<file path="config.mk">
export PLATFORM = sky130hd
export DESIGN_NAME = rom_region_loader
export DESIGN_NICKNAME = d
export VERILOG_FILES = /design/src/rtl/rom_loader_pkg.sv /design/src/rtl/rom_region_decode.sv /design/src/rtl/rom_region_loader.sv
export SDC_FILE = /design/constraint.sdc
export NUM_CORES = 1
export LEC_CHECK = 0
export ABC_CLOCK_PERIOD_IN_PS = 4700
export BUFFER_PORTS_ARGS = -buffer_cell sky130_fd_sc_hd__buf_2
export CAP_MARGIN = 20
export CORE_UTILIZATION = 50
export CTS_CLUSTER_DIAMETER = 30
export DETAILED_ROUTE_END_ITERATION = 8
export GPL_TIMING_DRIVEN = 1
export PLACE_DENSITY_LB_ADDON = 0.12
export RECOVER_POWER = 25
export SLEW_MARGIN = 20
export SYNTH_ARGS = -nofsm -noshare
export SYNTH_HDL_FRONTEND = slang
export SYNTH_HIERARCHICAL = 1
export SYNTH_SLANG_ARGS = --single-unit
</file>
<file path="constraint.sdc">
create_clock -name clk_sys -period 4.7 [get_ports clk_sys]
set_input_delay 0.94 -clock clk_sys [delete_from_list [all_inputs] [get_ports clk_sys]]
set_output_delay 0.94 -clock clk_sys [all_outputs]
set_load 0.005 [all_outputs]
</file>
<file path="src/rtl/rom_loader_pkg.sv">
// Shared constants and types for the ROM download loader: region map, region
// indices and loader FSM states.
package rom_loader_pkg;

  localparam logic [24:0] CPU_BASE    = 25'h00000;
  localparam logic [24:0] CPU_SIZE    = 25'h08000;
  localparam logic [24:0] SND_BASE    = 25'h08000;
  localparam logic [24:0] SND_SIZE    = 25'h02000;
  localparam logic [24:0] TILE_BASE   = 25'h0A000;
  localparam logic [24:0] TILE_SIZE   = 25'h0C000;
  localparam logic [24:0] SPR_BASE    = 25'h16000;
  localparam logic [24:0] SPR_SIZE    = 25'h08000;
  localparam logic [24:0] TOTAL_BYTES = SPR_BASE + SPR_SIZE;

  typedef logic [1:0] region_t;

  localparam region_t REG_CPU  = 2'd0;
  localparam region_t REG_SND  = 2'd1;
  localparam region_t REG_TILE = 2'd2;
  localparam region_t REG_SPR  = 2'd3;

  typedef enum logic [2:0] {
    IDLE,
    LOAD,
    CHECK,
    DONE,
    ERR
  } loader_state_t;

endpackage

</file>
<file path="src/rtl/rom_region_decode.sv">
// Combinational linear-address decoder: image address -> {hit, region, local
// address}. Also used by the core's ROM-region arbitration.
module rom_region_decode
  import rom_loader_pkg::*;
(
  input  logic [24:0] addr_i,
  output logic        hit_o,
  output logic [1:0]  region_o,
  output logic [16:0] local_addr_o
);

  // Local offsets never exceed 17 bits, so subtracting in 17 bits is exact.
  always_comb begin
    hit_o        = 1'b1;
    region_o     = REG_CPU;
    local_addr_o = addr_i[16:0] - CPU_BASE[16:0];
    if (addr_i < CPU_BASE + CPU_SIZE) begin
      region_o     = REG_CPU;
      local_addr_o = addr_i[16:0] - CPU_BASE[16:0];
    end else if (addr_i < SND_BASE + SND_SIZE) begin
      region_o     = REG_SND;
      local_addr_o = addr_i[16:0] - SND_BASE[16:0];
    end else if (addr_i < TILE_BASE + TILE_SIZE) begin
      region_o     = REG_TILE;
      local_addr_o = addr_i[16:0] - TILE_BASE[16:0];
    end else if (addr_i < SPR_BASE + SPR_SIZE) begin
      region_o     = REG_SPR;
      local_addr_o = addr_i[16:0] - SPR_BASE[16:0];
    end else begin
      hit_o        = 1'b0;
      local_addr_o = 17'd0;
    end
  end

endmodule

</file>
<file path="src/rtl/rom_region_loader.sv">
// Routes the HPS download stream into the four ROM regions and qualifies the
// load. Define ROM_LOADER_CHECKSUM_EN to also require a 16-bit additive checksum.
module rom_region_loader
  import rom_loader_pkg::*;
#(
  parameter logic [7:0]  INDEX      = 8'd0,
  parameter logic [15:0] EXPECT_SUM = 16'h0000
) (
  input  logic        clk_sys,
  input  logic        reset,
  input  logic        ioctl_download,
  input  logic        ioctl_wr,
  input  logic [7:0]  ioctl_index,
  input  logic [24:0] ioctl_addr,
  input  logic [7:0]  ioctl_dout,
  output logic [16:0] rom_addr,
  output logic [7:0]  rom_data,
  output logic [3:0]  rom_we,
  output logic        rom_ready,
  output logic        load_err
);

  localparam logic [17:0] TOTAL_CNT = TOTAL_BYTES[17:0];

  loader_state_t state_q;
  logic          dl_q;
  logic [17:0]   cnt_q;
  logic          ovf_q;
  logic [16:0]   rom_addr_q;
  logic [7:0]    rom_data_q;
  logic [3:0]    rom_we_q;
  logic          ready_q;
  logic          err_q;

  logic          dec_hit;
  logic [1:0]    dec_region;
  logic [16:0]   dec_local;

  rom_region_decode u_decode (
    .addr_i      (ioctl_addr),
    .hit_o       (dec_hit),
    .region_o    (dec_region),
    .local_addr_o(dec_local)
  );

  logic match_start;
  logic accept;
  logic dl_fall;
  logic sum_ok;
  logic pass;

  assign match_start = ioctl_download && (ioctl_index == INDEX);
  assign accept      = ioctl_wr && ioctl_download;
  assign dl_fall     = dl_q && !ioctl_download;

`ifdef ROM_LOADER_CHECKSUM_EN
  logic [15:0] sum_q;

  assign sum_ok = (sum_q == EXPECT_SUM);

  always_ff @(posedge clk_sys or posedge reset) begin
    if (reset) begin
      sum_q <= 16'd0;
    end else if ((state_q != LOAD) && match_start) begin
      sum_q <= 16'd0;
    end else if ((state_q == LOAD) && accept && dec_hit) begin
      sum_q <= sum_q + {8'h00, ioctl_dout};
    end
  end
`else
  logic [15:0] unused_expect_sum;

  assign unused_expect_sum = EXPECT_SUM;
  assign sum_ok            = 1'b1;
`endif

  assign pass = (cnt_q == TOTAL_CNT) && !ovf_q && sum_ok;

  always_ff @(posedge clk_sys or posedge reset) begin
    if (reset) begin
      state_q    <= IDLE;
      dl_q       <= 1'b0;
      cnt_q      <= 18'd0;
      ovf_q      <= 1'b0;
      rom_addr_q <= 17'd0;
      rom_data_q <= 8'd0;
      rom_we_q   <= 4'd0;
      ready_q    <= 1'b0;
      err_q      <= 1'b0;
    end else begin
      dl_q     <= ioctl_download;
      rom_we_q <= 4'd0;
      case (state_q)
        IDLE, DONE, ERR: begin
          if (match_start) begin
            state_q <= LOAD;
            cnt_q   <= 18'd0;
            ovf_q   <= 1'b0;
            ready_q <= 1'b0;
            err_q   <= 1'b0;
          end
        end
        LOAD: begin
          if (accept) begin
            if (dec_hit) begin
              rom_we_q   <= 4'b0001 << dec_region;
              rom_addr_q <= dec_local;
              rom_data_q <= ioctl_dout;
              cnt_q      <= cnt_q + 18'd1;
            end else begin
              ovf_q <= 1'b1;
            end
          end
          if (dl_fall) begin
            state_q <= CHECK;
          end
        end
        CHECK: begin
          state_q <= pass ? DONE : ERR;
          ready_q <= pass;
          err_q   <= !pass;
        end
        default: state_q <= IDLE;
      endcase
    end
  end

  assign rom_addr  = rom_addr_q;
  assign rom_data  = rom_data_q;
  assign rom_we    = rom_we_q;
  assign rom_ready = ready_q;
  assign load_err  = err_q;

endmodule

</file>
==> run_results.csv <==
group,metric,value,unit
status,status,"finished, violations left",
status,violations,"max-capacitance violations, max-slew violations",
grt,grtUsageTotal,0.234,
floorplan,die_area,6340,um2
setup_path,critPathLaunchType,"input pin",
floorplan,core_area,5640,um2
clock_network,cts.clk_slew.worst_paths,100,ps
synthesis,netlist.top_cell.by_area,"dfrtp_1",
place,hpwl,4.95,mm
synthesis,synth_warnings,6,
sta,fin_crit,3370,ps
synthesis,ys_seq_elements,54,
setup_path,worstPathRequired,4950,ps
clock_network,postCtsSetupBuffers,0,
grt,grt_max_degree,55,
clock_network,cts_tree,"built",
synthesis,synth-main-ff-cell,"dfrtp_1",
synthesis,syn-instance-count,349,
sta,fmax,0.297,GHz
setup_path,cpPeakStageDelay,510,ps
floorplan,die_h,79.6,um
sta,hold_viol,0,
routing,drc_errors,0,
grt,overflow,0,
floorplan,rows,27,
setup_path,cp-end-kind,"register",
floorplan,start_util,0.534,
synthesis,yosys-top-cells-area,"dfrtp_1 45%, nand2_1 12%, ha_1 3.3%",
final_layout,final_cell_mix,"94 x nand2_1, 74 x buf_2, 54 x dfrtp_1",
flow_run,cap_violations,1,
synthesis,yosysSeqAreaShare,0.448,
clock_network,numCtsBuffers,5,
floorplan,ioPinCount,76,
final_layout,fin_nets,472,
final_layout,diodes,0,
sta,rsz0062_at_grt,"false",
final_layout,layout_commonest_cell,"nand2_1",
synthesis,yosysTopAreaCellShare,0.448,
pwr,power,1040,uW
setup_path,crit_buf_inv,3,
sta,relSlewSlack,-0.887,
final_layout,drive_gt1_frac,0.255,
sta,min_period_over_period,0.717,
final_layout,fillCellCount,504,
clock_network,clk_latency,310,ps
synthesis,synth_area,3010,um2
synthesis,syn_nets,402,
routing,drt_iter0_markers,171,
routing,num_vias,2745,
setup_path,cp_slowest_cell,"or4_1",
setup_path,cp_max_fo,21,
routing,first_pass_iters,4,
setup_path,arrival,3620,ps
grt,grt_pass1_vias,2560,
clock_network,clock-sinks,54,
clock_network,cts_resized,0,
routing,post_drt_wl_per_cell,14.2,um
routing,vias_per_cell,5.58,
setup_path,cpMostUsedCell,"nand3_1",
synthesis,yosysUniqueCellTypes,59,
place,place.gp.congestion,0.856,
clock_network,cts_htree_levels,2,
routing,routed_wirelength,6.97,mm
setup_path,crit_path_cell_trace,"buf_2, inv_1, ha_1, nand2b_1, a21oi_1, a31oi_4, nand3_1, or2_1, buf_4, or4_1, nand3_1",
sta,setup_viol,0,
pwr,power_density,295,nW/um2
clock_network,ctsHoldBuffers,0,
sta,skew,6.51,ps
clock_network,root_buffer,"clkbuf_8",
setup_path,crit_type,"in2reg",
routing,drtAntennaViolNets,0,
synthesis,synth_edf_count,0,
clock_network,clock_path_buffers,2,
hold_path,holdCritPathClass,"reg2reg",
synthesis,async_reset_ff_frac,1.00,
floorplan,die_x,79.6,um
pwr,p_leak,0.00185,uW
synthesis,synth.avg_cell_area,8.64,um2
pwr,ir_worst_vdd,0.000204,V
grt,antenna_found_initial,0,
setup_path,cp_top_family,"simple AND/OR/NAND/NOR gates",
sta,setup_tns,0,ps
grt,grt_pass1_wl,11.7,mm
final_layout,areaGrowthSynthToFinish,16.8,%
place,numPortBuffers,75,
sta,final_max_slew_viol_count,55,
sta,worstMarginPinSlew,2830,ps
logic make-up after synthesis:
group                    synth area share
buffers and inverters              0.0469
XOR/XNOR                          0.00581
AO/OA/AOI/OAI                       0.146
multiplexers                      0.00332
adder cells (fa/ha/maj)            0.0332
flip-flops                          0.448
AND/OR/NAND/NOR                     0.316
report_power, final:
part           internal [uW]  switching, uW  leakage (uW)
Sequential               486           29.2      0.000710
Clock                    119            154     0.0000472
Combinational            107            146       0.00109
Total                    711            329       0.00185
area by class of cell:
class	instances	area (um2)	share of cell area
multi-input cells	264	1520	0.433
flip-flops and latches	54	1350	0.384
repair buffers	80	408	0.116
well taps	72	90.1	0.0256
clock buffers	6	82.6	0.0235
inverters	14	52.6	0.0149
clock inverters	2	12.5	0.00355
per-layer routing:
layer	GRT usage	vias up	part of all wire
met5	0	-	0
met4	0.0745	0	0.015
met3	0.0469	11	0.064
met2	0.386	97	0.47
met1	0.308	1278	0.45
li1	-	1359	-
per-stage QoR:
stage                     setup slack (ps)  hold WS (ps)   util  instance area [um2]  instances
after detailed placement               998           459  0.608                 3430        484
after global placement                1070           455  0.608                 3430        484
after floorplan                       1600           470      -                 3010        349
final                                 1330           477  0.624                 3520        492
after CTS                             1340           483  0.625                 3530        492
after global routing                   739           506  0.624                 3520        492
flip-flops by register name (all words and copies together) (netlist names), 3 cells and up:
name,cells
cnt_q,18
rom_addr,17
rom_data,8
rom_we,4
state_q,3
cell usage after synthesis (all sizes together) (5+ instances only):
library cell,number
nor4,8
and3,5
dfrtp,54
a31oi,9
nand2,94
and2,16
nor3,6
a21oi,16
nand3,16
or4,6
nand4,6
o21ai,9
inv,14
clkbuf,7
buf,10
nor2,15
ha,8
final timing paths:
check                                         from                        to  slack [ps]  depth (start not counted)
max                                 ioctl_addr[16]     cnt_q[17]$_DFFE_PP0P_        1330                         11
min                        rom_data[7]$_DFFE_PP0P_   rom_data[7]$_DFFE_PP0P_         480                          2
max reg2reg                 state_q[1]$_DFFE_PP0P_     cnt_q[17]$_DFFE_PP0P_        2350                          5
min reg2reg                rom_data[7]$_DFFE_PP0P_   rom_data[7]$_DFFE_PP0P_         480                          2
max in group asynchronous                    reset     cnt_q[14]$_DFFE_PP0P_        1420                          3
min in group asynchronous                    reset  rom_addr[10]$_DFFE_PP0P_        1690                          3
worst register-to-register path, stage by stage, from the launching register on:
cell,delay (ps)
dfrtp_1,470
or3b_1,530
or2_1,410
buf_4,270
or4_1,510
nand3_1,100
(Power assumes the default switching activity.)
